File: src/rtl/frogger_pkg.sv
// Shared types and defaults for the Frogger round sequencer: phase encoding,
// default timing constants and the per-level time budget helper.
package frogger_pkg;

  typedef enum logic [2:0] {
    PH_IDLE      = 3'd0,
    PH_READY     = 3'd1,
    PH_PLAY      = 3'd2,
    PH_DEATH     = 3'd3,
    PH_LEVEL_UP  = 3'd4,
    PH_GAME_OVER = 3'd5,
    PH_VICTORY   = 3'd6,
    PH_PAUSED    = 3'd7
  } phase_t;

  localparam int BASE_TIME  = 60;
  localparam int TIME_STEP  = 5;
  localparam int MIN_TIME   = 20;
  localparam int MSG_FRAMES = 120;

  // Budget shrinks by step per level above 1 and never drops below min_t.
  function automatic logic [7:0] time_budget(input logic [3:0] level,
                                             input int base  = BASE_TIME,
                                             input int step  = TIME_STEP,
                                             input int min_t = MIN_TIME);
    int t;
    t = base - (int'(level) - 1) * step;
    if (t < min_t) t = min_t;
    return 8'(t);
  endfunction

endpackage

File: src/rtl/frame_hold_counter.sv
// Banner hold timer shared by the READY, DEATH and LEVEL_UP phases.
// A load pulse on the first frame of a phase makes zero_o rise on its last frame.
module frame_hold_counter
  import frogger_pkg::*;
#(
  parameter int MSG_FRAMES = frogger_pkg::MSG_FRAMES
) (
  input  logic clk_i,
  input  logic rst_i,
  input  logic load_i,
  output logic zero_o
);

  localparam int CW = ($clog2(MSG_FRAMES) > 8) ? $clog2(MSG_FRAMES) : 8;

  logic [CW-1:0] cnt_q, cnt_d;

  // The load frame itself is the first frame of the hold, hence the -2.
  always_comb begin
    cnt_d = cnt_q;
    if (load_i) begin
      cnt_d = CW'(MSG_FRAMES - 2);
    end else if (cnt_q != '0) begin
      cnt_d = cnt_q - CW'(1);
    end
  end

  always_ff @(posedge clk_i) begin
    if (rst_i) cnt_q <= '0;
    else       cnt_q <= cnt_d;
  end

  assign zero_o = (cnt_q == '0);

endmodule

File: src/rtl/game_flow_ctrl.sv
// Frogger round sequencer: lives, level, homes, timer control and game phase.
// Optional pause support is built when GAME_FLOW_PAUSE_EN is defined.
module game_flow_ctrl
  import frogger_pkg::*;
#(
  parameter int START_LIVES     = 3,
  parameter int HOMES_PER_LEVEL = 5,
  parameter int BASE_TIME       = frogger_pkg::BASE_TIME,
  parameter int TIME_STEP       = frogger_pkg::TIME_STEP,
  parameter int MIN_TIME        = frogger_pkg::MIN_TIME,
  parameter int MAX_LEVEL       = 9,
  parameter int MSG_FRAMES      = frogger_pkg::MSG_FRAMES
) (
  input  logic       frame_clk,
  input  logic       game_restart,
  input  logic       start_btn,
  input  logic       frog_home,
  input  logic       frog_death,
  input  logic [7:0] timer_value,
`ifdef GAME_FLOW_PAUSE_EN
  input  logic       pause_btn,
`endif
  output logic       timer_load,
  output logic [7:0] timer_load_value,
  output logic       timer_run,
  output logic       frog_respawn,
  output logic [2:0] lives,
  output logic [3:0] level,
  output logic [2:0] homes_filled,
  output logic [2:0] game_phase
);

  phase_t     state_q;
  logic [2:0] lives_q;
  logic [3:0] level_q;
  logic [2:0] homes_q;
  logic       timer_load_q;
  logic       timer_run_q;
  logic       frog_respawn_q;
  logic       hold_load_q;
  logic       start_prev_q;
  logic       hold_zero;
  logic       hold_done;
  logic       timeout;
`ifdef GAME_FLOW_PAUSE_EN
  logic       pause_prev_q;
  logic       pause_rise;
  assign pause_rise = pause_btn && !pause_prev_q;
`endif

  frame_hold_counter #(
    .MSG_FRAMES(MSG_FRAMES)
  ) u_hold (
    .clk_i (frame_clk),
    .rst_i (game_restart),
    .load_i(hold_load_q),
    .zero_o(hold_zero)
  );

  // The counter still shows the previous phase's value during the load frame.
  assign hold_done = hold_zero && !hold_load_q;
  // While the load pulse is out the timer may still hold last round's zero.
  assign timeout   = (timer_value == 8'd0) && !timer_load_q;

  always_ff @(posedge frame_clk) begin
    if (game_restart) begin
      state_q        <= PH_IDLE;
      lives_q        <= 3'(START_LIVES);
      level_q        <= 4'd1;
      homes_q        <= 3'd0;
      timer_load_q   <= 1'b0;
      timer_run_q    <= 1'b0;
      frog_respawn_q <= 1'b0;
      hold_load_q    <= 1'b0;
      start_prev_q   <= 1'b0;
`ifdef GAME_FLOW_PAUSE_EN
      pause_prev_q   <= 1'b0;
`endif
    end else begin
      timer_load_q   <= 1'b0;
      frog_respawn_q <= 1'b0;
      hold_load_q    <= 1'b0;
      start_prev_q   <= start_btn;
`ifdef GAME_FLOW_PAUSE_EN
      pause_prev_q   <= pause_btn;
`endif
      case (state_q)
        PH_IDLE: begin
          if (start_btn) begin
            lives_q     <= 3'(START_LIVES);
            level_q     <= 4'd1;
            homes_q     <= 3'd0;
            hold_load_q <= 1'b1;
            state_q     <= PH_READY;
          end
        end
        PH_READY: begin
          if (hold_done) begin
            timer_load_q   <= 1'b1;
            frog_respawn_q <= 1'b1;
            timer_run_q    <= 1'b1;
            state_q        <= PH_PLAY;
          end
        end
        PH_PLAY: begin
`ifdef GAME_FLOW_PAUSE_EN
          if (pause_rise) begin
            timer_run_q <= 1'b0;
            state_q     <= PH_PAUSED;
          end else
`endif
          if (frog_home) begin
            homes_q <= homes_q + 3'd1;
            if (homes_q + 3'd1 == 3'(HOMES_PER_LEVEL)) begin
              timer_run_q <= 1'b0;
              hold_load_q <= 1'b1;
              state_q     <= PH_LEVEL_UP;
            end else begin
              timer_load_q   <= 1'b1;
              frog_respawn_q <= 1'b1;
            end
          end else if (frog_death || timeout) begin
            if (lives_q != 3'd0) lives_q <= lives_q - 3'd1;
            timer_run_q <= 1'b0;
            hold_load_q <= 1'b1;
            state_q     <= PH_DEATH;
          end
        end
        PH_DEATH: begin
          if (hold_done) begin
            if (lives_q == 3'd0) begin
              state_q <= PH_GAME_OVER;
            end else begin
              hold_load_q <= 1'b1;
              state_q     <= PH_READY;
            end
          end
        end
        PH_LEVEL_UP: begin
          if (hold_done) begin
            if (level_q >= 4'(MAX_LEVEL)) begin
              state_q <= PH_VICTORY;
            end else begin
              level_q     <= level_q + 4'd1;
              homes_q     <= 3'd0;
              hold_load_q <= 1'b1;
              state_q     <= PH_READY;
            end
          end
        end
        PH_GAME_OVER, PH_VICTORY: begin
          if (start_btn && !start_prev_q) begin
            lives_q     <= 3'(START_LIVES);
            level_q     <= 4'd1;
            homes_q     <= 3'd0;
            hold_load_q <= 1'b1;
            state_q     <= PH_READY;
          end
        end
        PH_PAUSED: begin
`ifdef GAME_FLOW_PAUSE_EN
          if (pause_rise) begin
            timer_run_q <= 1'b1;
            state_q     <= PH_PLAY;
          end
`else
          state_q <= PH_IDLE;
`endif
        end
        default: state_q <= PH_IDLE;
      endcase
    end
  end

  assign timer_load       = timer_load_q;
  assign timer_load_value = time_budget(level_q, BASE_TIME, TIME_STEP, MIN_TIME);
  assign timer_run        = timer_run_q;
  assign frog_respawn     = frog_respawn_q;
  assign lives            = lives_q;
  assign level            = level_q;
  assign homes_filled     = homes_q;
  assign game_phase       = state_q;

endmodule

File: config.mk
export PLATFORM = sky130hd
export DESIGN_NAME = game_flow_ctrl
export DESIGN_NICKNAME = d
export VERILOG_FILES = /design/src/rtl/frogger_pkg.sv /design/src/rtl/frame_hold_counter.sv /design/src/rtl/game_flow_ctrl.sv
export SDC_FILE = /design/constraint.sdc
export NUM_CORES = 1
export LEC_CHECK = 0
export ABC_AREA = 1
export CAP_MARGIN = 25
export CORE_MARGIN = 1
export CORE_UTILIZATION = 42
export CTS_CLUSTER_SIZE = 12
export DETAILED_ROUTE_END_ITERATION = 12
export GPL_ROUTABILITY_DRIVEN = 0
export PLACE_DENSITY = 0.66
export SYNTH_ARGS = -nofsm -noshare
export SYNTH_HDL_FRONTEND = slang
export SYNTH_SLANG_ARGS = --single-unit
File: constraint.sdc
create_clock -name frame_clk -period 5.4 [get_ports frame_clk]
set_clock_uncertainty 0.2 [all_clocks]
set_input_delay 0.81 -clock frame_clk [delete_from_list [all_inputs] [get_ports frame_clk]]
set_output_delay 0.81 -clock frame_clk [all_outputs]
set_load 0.05 [all_outputs]
==> flow_summary.html <==
<table>
<tr><th>Metric</th><th>Value</th></tr>
<tr><th colspan="2">Final layout</th></tr>
<tr><td>Final nets</td><td>377</td></tr>
<tr><td>Layout cell share with drive strength beyond 1</td><td>0.129</td></tr>
<tr><td>Sequential standard cell area</td><td>500 um2</td></tr>
<tr><td>Filler cell count in the final layout</td><td>479</td></tr>
<tr><td>Total inserted antenna cells</td><td>0</td></tr>
<tr><td>Multi-input gate area</td><td>0.00139 mm2</td></tr>
<tr><td>Count of placed standard cells in the final layout, fillers left out</td><td>407</td></tr>
<tr><td>Area growth from synthesis to final layout</td><td>21.6%</td></tr>
<tr><th colspan="2">Global routing</th></tr>
<tr><td>Overflow left after global routing</td><td>0</td></tr>
<tr><td>First-pass GRT wire length</td><td>7.20 mm</td></tr>
<tr><td>All-layer global routing usage</td><td>0.169</td></tr>
<tr><td>Initial antenna violation count</td><td>0</td></tr>
<tr><td>Via count of the first global-routing pass</td><td>1714</td></tr>
<tr><td>Maximum number of pins on one net before global-route repair</td><td>15</td></tr>
<tr><th colspan="2">Outcome</th></tr>
<tr><td>Outcome</td><td>completed</td></tr>
<tr><th colspan="2">STA</th></tr>
<tr><td>Number of failing setup endpoints in the final timing report</td><td>0</td></tr>
<tr><td>Final worst path period share</td><td>0.916</td></tr>
<tr><td>Setup repair after global routing missed its margin</td><td>false</td></tr>
<tr><td>Final worst path period need</td><td>4.95 ns</td></tr>
<tr><td>Actual slew at the worst max-slew pin</td><td>0.618 ns</td></tr>
<tr><td>Fin Setup TNS</td><td>0 ns</td></tr>
<tr><td>Setup WS post-layout</td><td>0.454 ns</td></tr>
<tr><td>Max frequency</td><td>202 MHz</td></tr>
<tr><td>Hold violation total from the final report</td><td>0</td></tr>
<tr><td>WHS</td><td>0.251 ns</td></tr>
<tr><td>Final slew viol count</td><td>0</td></tr>
<tr><td>Worst rel slew slack</td><td>0.587</td></tr>
<tr><th colspan="2">Logic synthesis</th></tr>
<tr><td>Most common cell in the netlist</td><td>sky130_fd_sc_hd__nand2_1</td></tr>
<tr><td>Number of storage elements in the synthesis netlist</td><td>25</td></tr>
<tr><td>Async set-or-reset flop fraction in the synthesized netlist</td><td>0</td></tr>
<tr><td>Post-Syn Instances</td><td>303</td></tr>
<tr><td>Top cell type by total area after synthesis</td><td>sky130_fd_sc_hd__dfxtp_1</td></tr>
<tr><td>Post-synthesis sequential area ratio</td><td>0.237</td></tr>
<tr><td>Flip-flop cell with the highest count after synthesis</td><td>sky130_fd_sc_hd__dfxtp_1</td></tr>
<tr><td>Top cells by count, synth</td><td>55 x sky130_fd_sc_hd__nand2_1, 44 x sky130_fd_sc_hd__inv_1, 38 x sky130_fd_sc_hd__nor2_1</td></tr>
<tr><td>Net count after synthesis</td><td>339</td></tr>
<tr><td>Mean Syn Cell Area</td><td>6.97 um2</td></tr>
<tr><td>Number of enable flip-flop cells after synthesis</td><td>0</td></tr>
<tr><td>Post-synth design cell area</td><td>0.00211 mm2</td></tr>
<tr><td>Post-synth cell types</td><td>37</td></tr>
<tr><td>Post-synth top area share</td><td>0.237</td></tr>
<tr><td>Main area contributors after synthesis</td><td>sky130_fd_sc_hd__dfxtp_1 24%, sky130_fd_sc_hd__ha_1 12%, sky130_fd_sc_hd__nand2_1 9.8%</td></tr>
<tr><td>Number of synthesis warnings</td><td>0</td></tr>
<tr><th colspan="2">Floorplan</th></tr>
<tr><td>Initial cell density of the core</td><td>0.441</td></tr>
<tr><td>IO Pins</td><td>37</td></tr>
<tr><td>Area of the core</td><td>0.00479 mm2</td></tr>
<tr><td>X dimension of the die</td><td>72.9 um</td></tr>
<tr><td>Area of the die</td><td>0.00532 mm2</td></tr>
<tr><td>Die height</td><td>72.9 um</td></tr>
<tr><td>FP Rows</td><td>25</td></tr>
<tr><th colspan="2">Routing</th></tr>
<tr><td>Avg WL per Cell</td><td>10.5 um</td></tr>
<tr><td>Via-per-instance ratio</td><td>4.67</td></tr>
<tr><td>Antenna-violating nets left</td><td>0</td></tr>
<tr><td>Detailed-route wire length</td><td>4.28 mm</td></tr>
<tr><td>Number of design rule violations left after detail routing</td><td>0</td></tr>
<tr><td>First-pass iteration count of the detailed router</td><td>4</td></tr>
<tr><td>DR iter-0 viols</td><td>59</td></tr>
<tr><td>Total via count after detailed routing</td><td>1902</td></tr>
<tr><th colspan="2">Setup path</th></tr>
<tr><td>Worst Path Required</td><td>4.39 ns</td></tr>
<tr><td>Critical Path Fanout Max</td><td>8</td></tr>
<tr><td>Crit Path Class</td><td>register to output pin</td></tr>
<tr><td>Endpoint class of the critical path</td><td>output pin</td></tr>
<tr><td>Data arrival at the endpoint of the critical path</td><td>3.94 ns</td></tr>
<tr><td>Kind of launch point of the worst setup path</td><td>register</td></tr>
<tr><th colspan="2">Clock network</th></tr>
<tr><td>Max Buffers Root-to-Sink</td><td>2</td></tr>
<tr><td>CTS Buf Count</td><td>3</td></tr>
<tr><td>Clock-pin transition on the worst setup and hold timing paths</td><td>0.08 ns</td></tr>
<tr><td>Clock Latency Late Sink</td><td>0.27 ns</td></tr>
<tr><td>Root Driver</td><td>sky130_fd_sc_hd__clkbuf_8</td></tr>
<tr><td>Number of sinks on the clock net</td><td>25</td></tr>
<tr><td>CTS tree</td><td>built</td></tr>
<tr><td>Total number of H-tree levels</td><td>1</td></tr>
<tr><td>Post CTS Setup Buffer Count</td><td>0</td></tr>
<tr><th colspan="2">Placement</th></tr>
<tr><td>Placed cells</td><td>403</td></tr>
<tr><td>Number of port buffers</td><td>36</td></tr>
<tr><td>HPWL Detailed</td><td>3.52 mm</td></tr>
<tr><td>Worst slack, placed</td><td>0.364 ns</td></tr>
<tr><th colspan="2">Job</th></tr>
<tr><td>Max-capacitance violation count</td><td>0</td></tr>
<tr><th colspan="2">Min path</th></tr>
<tr><td>Worst min-delay path category</td><td>register to register</td></tr>
</table>
-- final timing paths --
check / from / end / slack (ns) / cells after the start
worst min register to register: u_hold.cnt_q[0] / u_hold.cnt_q[0] / 0.25 / 1
worst max register to register: level[0] / homes_filled[1] / 3.30 / 11
worst max-delay path: level[0] / timer_load_value[2] / 0.45 / 17
worst min-delay path: u_hold.cnt_q[0] / u_hold.cnt_q[0] / 0.25 / 1
-- layer usage --
| metal | track usage | up-vias | part of all wire |
|---|---|---|---|
| met3 | 0.0207 | 2 | 0.017 |
| met4 | 0.0501 | 0 | 0.0054 |
| met2 | 0.274 | 15 | 0.46 |
| met5 | 0 | - | 0 |
| li1 | - | 1042 | - |
| met1 | 0.235 | 843 | 0.51 |
-- logic make-up (layout without fill, tap and decap cells) --
family                   count (synthesis)  count (layout)  synth area share
adder cells (fa/ha/maj)                 23              23             0.147
buffers and inverters                   55              92             0.104
AO/OA/AOI/OAI                           40              40             0.115
flip-flops                              25              25             0.237
XOR/XNOR                                11              11            0.0456
AND/OR/NAND/NOR                        149             149             0.351
-- per-stage QoR --
step,instance area (um2),util
after floorplan,2110,-
after global placement,2520,0.526
after detailed placement,2520,0.526
after CTS,2560,0.536
after global routing,2570,0.537
final,2570,0.537
-- registers in the layout, summed over array words and instances, names as in the netlist --
signal        count
timer_run         1
hold_load_q       1
start_prev_q      1
game_phase        3
homes_filled      3
lives             3
u_hold.cnt_q      8
level             4
frog_respawn      1
-- critical path: stages, from the launching register on --
cell                             delay [ns]
sky130_fd_sc_hd__dfxtp_1               0.38
sky130_fd_sc_hd__inv_1                 0.21
sky130_fd_sc_hd__ha_1                  0.20
sky130_fd_sc_hd__inv_1                 0.04
sky130_fd_sc_hd__nor2_1                0.14
sky130_fd_sc_hd__nand2_1               0.21
sky130_fd_sc_hd__ha_1                  0.37
sky130_fd_sc_hd__fa_1                  0.50
sky130_fd_sc_hd__inv_1                 0.04
sky130_fd_sc_hd__ha_1                  0.33
sky130_fd_sc_hd__a21oi_1               0.19
sky130_fd_sc_hd__nand2_1               0.11
sky130_fd_sc_hd__nand3_1               0.10
sky130_fd_sc_hd__nand3b_1              0.08
sky130_fd_sc_hd__nand2_1               0.09
sky130_fd_sc_hd__nand4_1               0.14
sky130_fd_sc_hd__nand3b_1              0.11
sky130_fd_sc_hd__dlymetal6s2s_1        0.42
-- cells in the final DEF, fill, tap and decap left out, drive strengths merged, types with 4 or more instances in the layout --
cell type | synthesis | final
dfxtp | 25 | 25
xnor2 | 6 | 6
nor3 | 5 | 5
nor2 | 45 | 45
nand3b | 4 | 4
o21ai | 18 | 18
a21oi | 13 | 13
ha | 20 | 20
nand3 | 17 | 17
clkdlybuf4s50 | 0 | 28
buf | 2 | 6
nand4 | 9 | 9
clkbuf | 1 | 4
inv | 51 | 51
o211ai | 4 | 4
xor2 | 5 | 5
nand2 | 64 | 64
-- repair_timing --
action | in CTS | in global routing
gates resized for setup | 0 | 2
endpoints found under the setup margin | 0 | 2
hold buffers | 0 | 0
-- layout make-up --
class,instances,share of cell area
multi-input cells,223,0.542
flip-flops and latches,25,0.195
repair buffers,36,0.136
inverters,52,0.0770
well taps,67,0.0326
clock buffers,4,0.0175
Power is left out: the tool's default activity adds up to more than one toggle a clock period on the data nets, which glitch-free logic cannot reach.
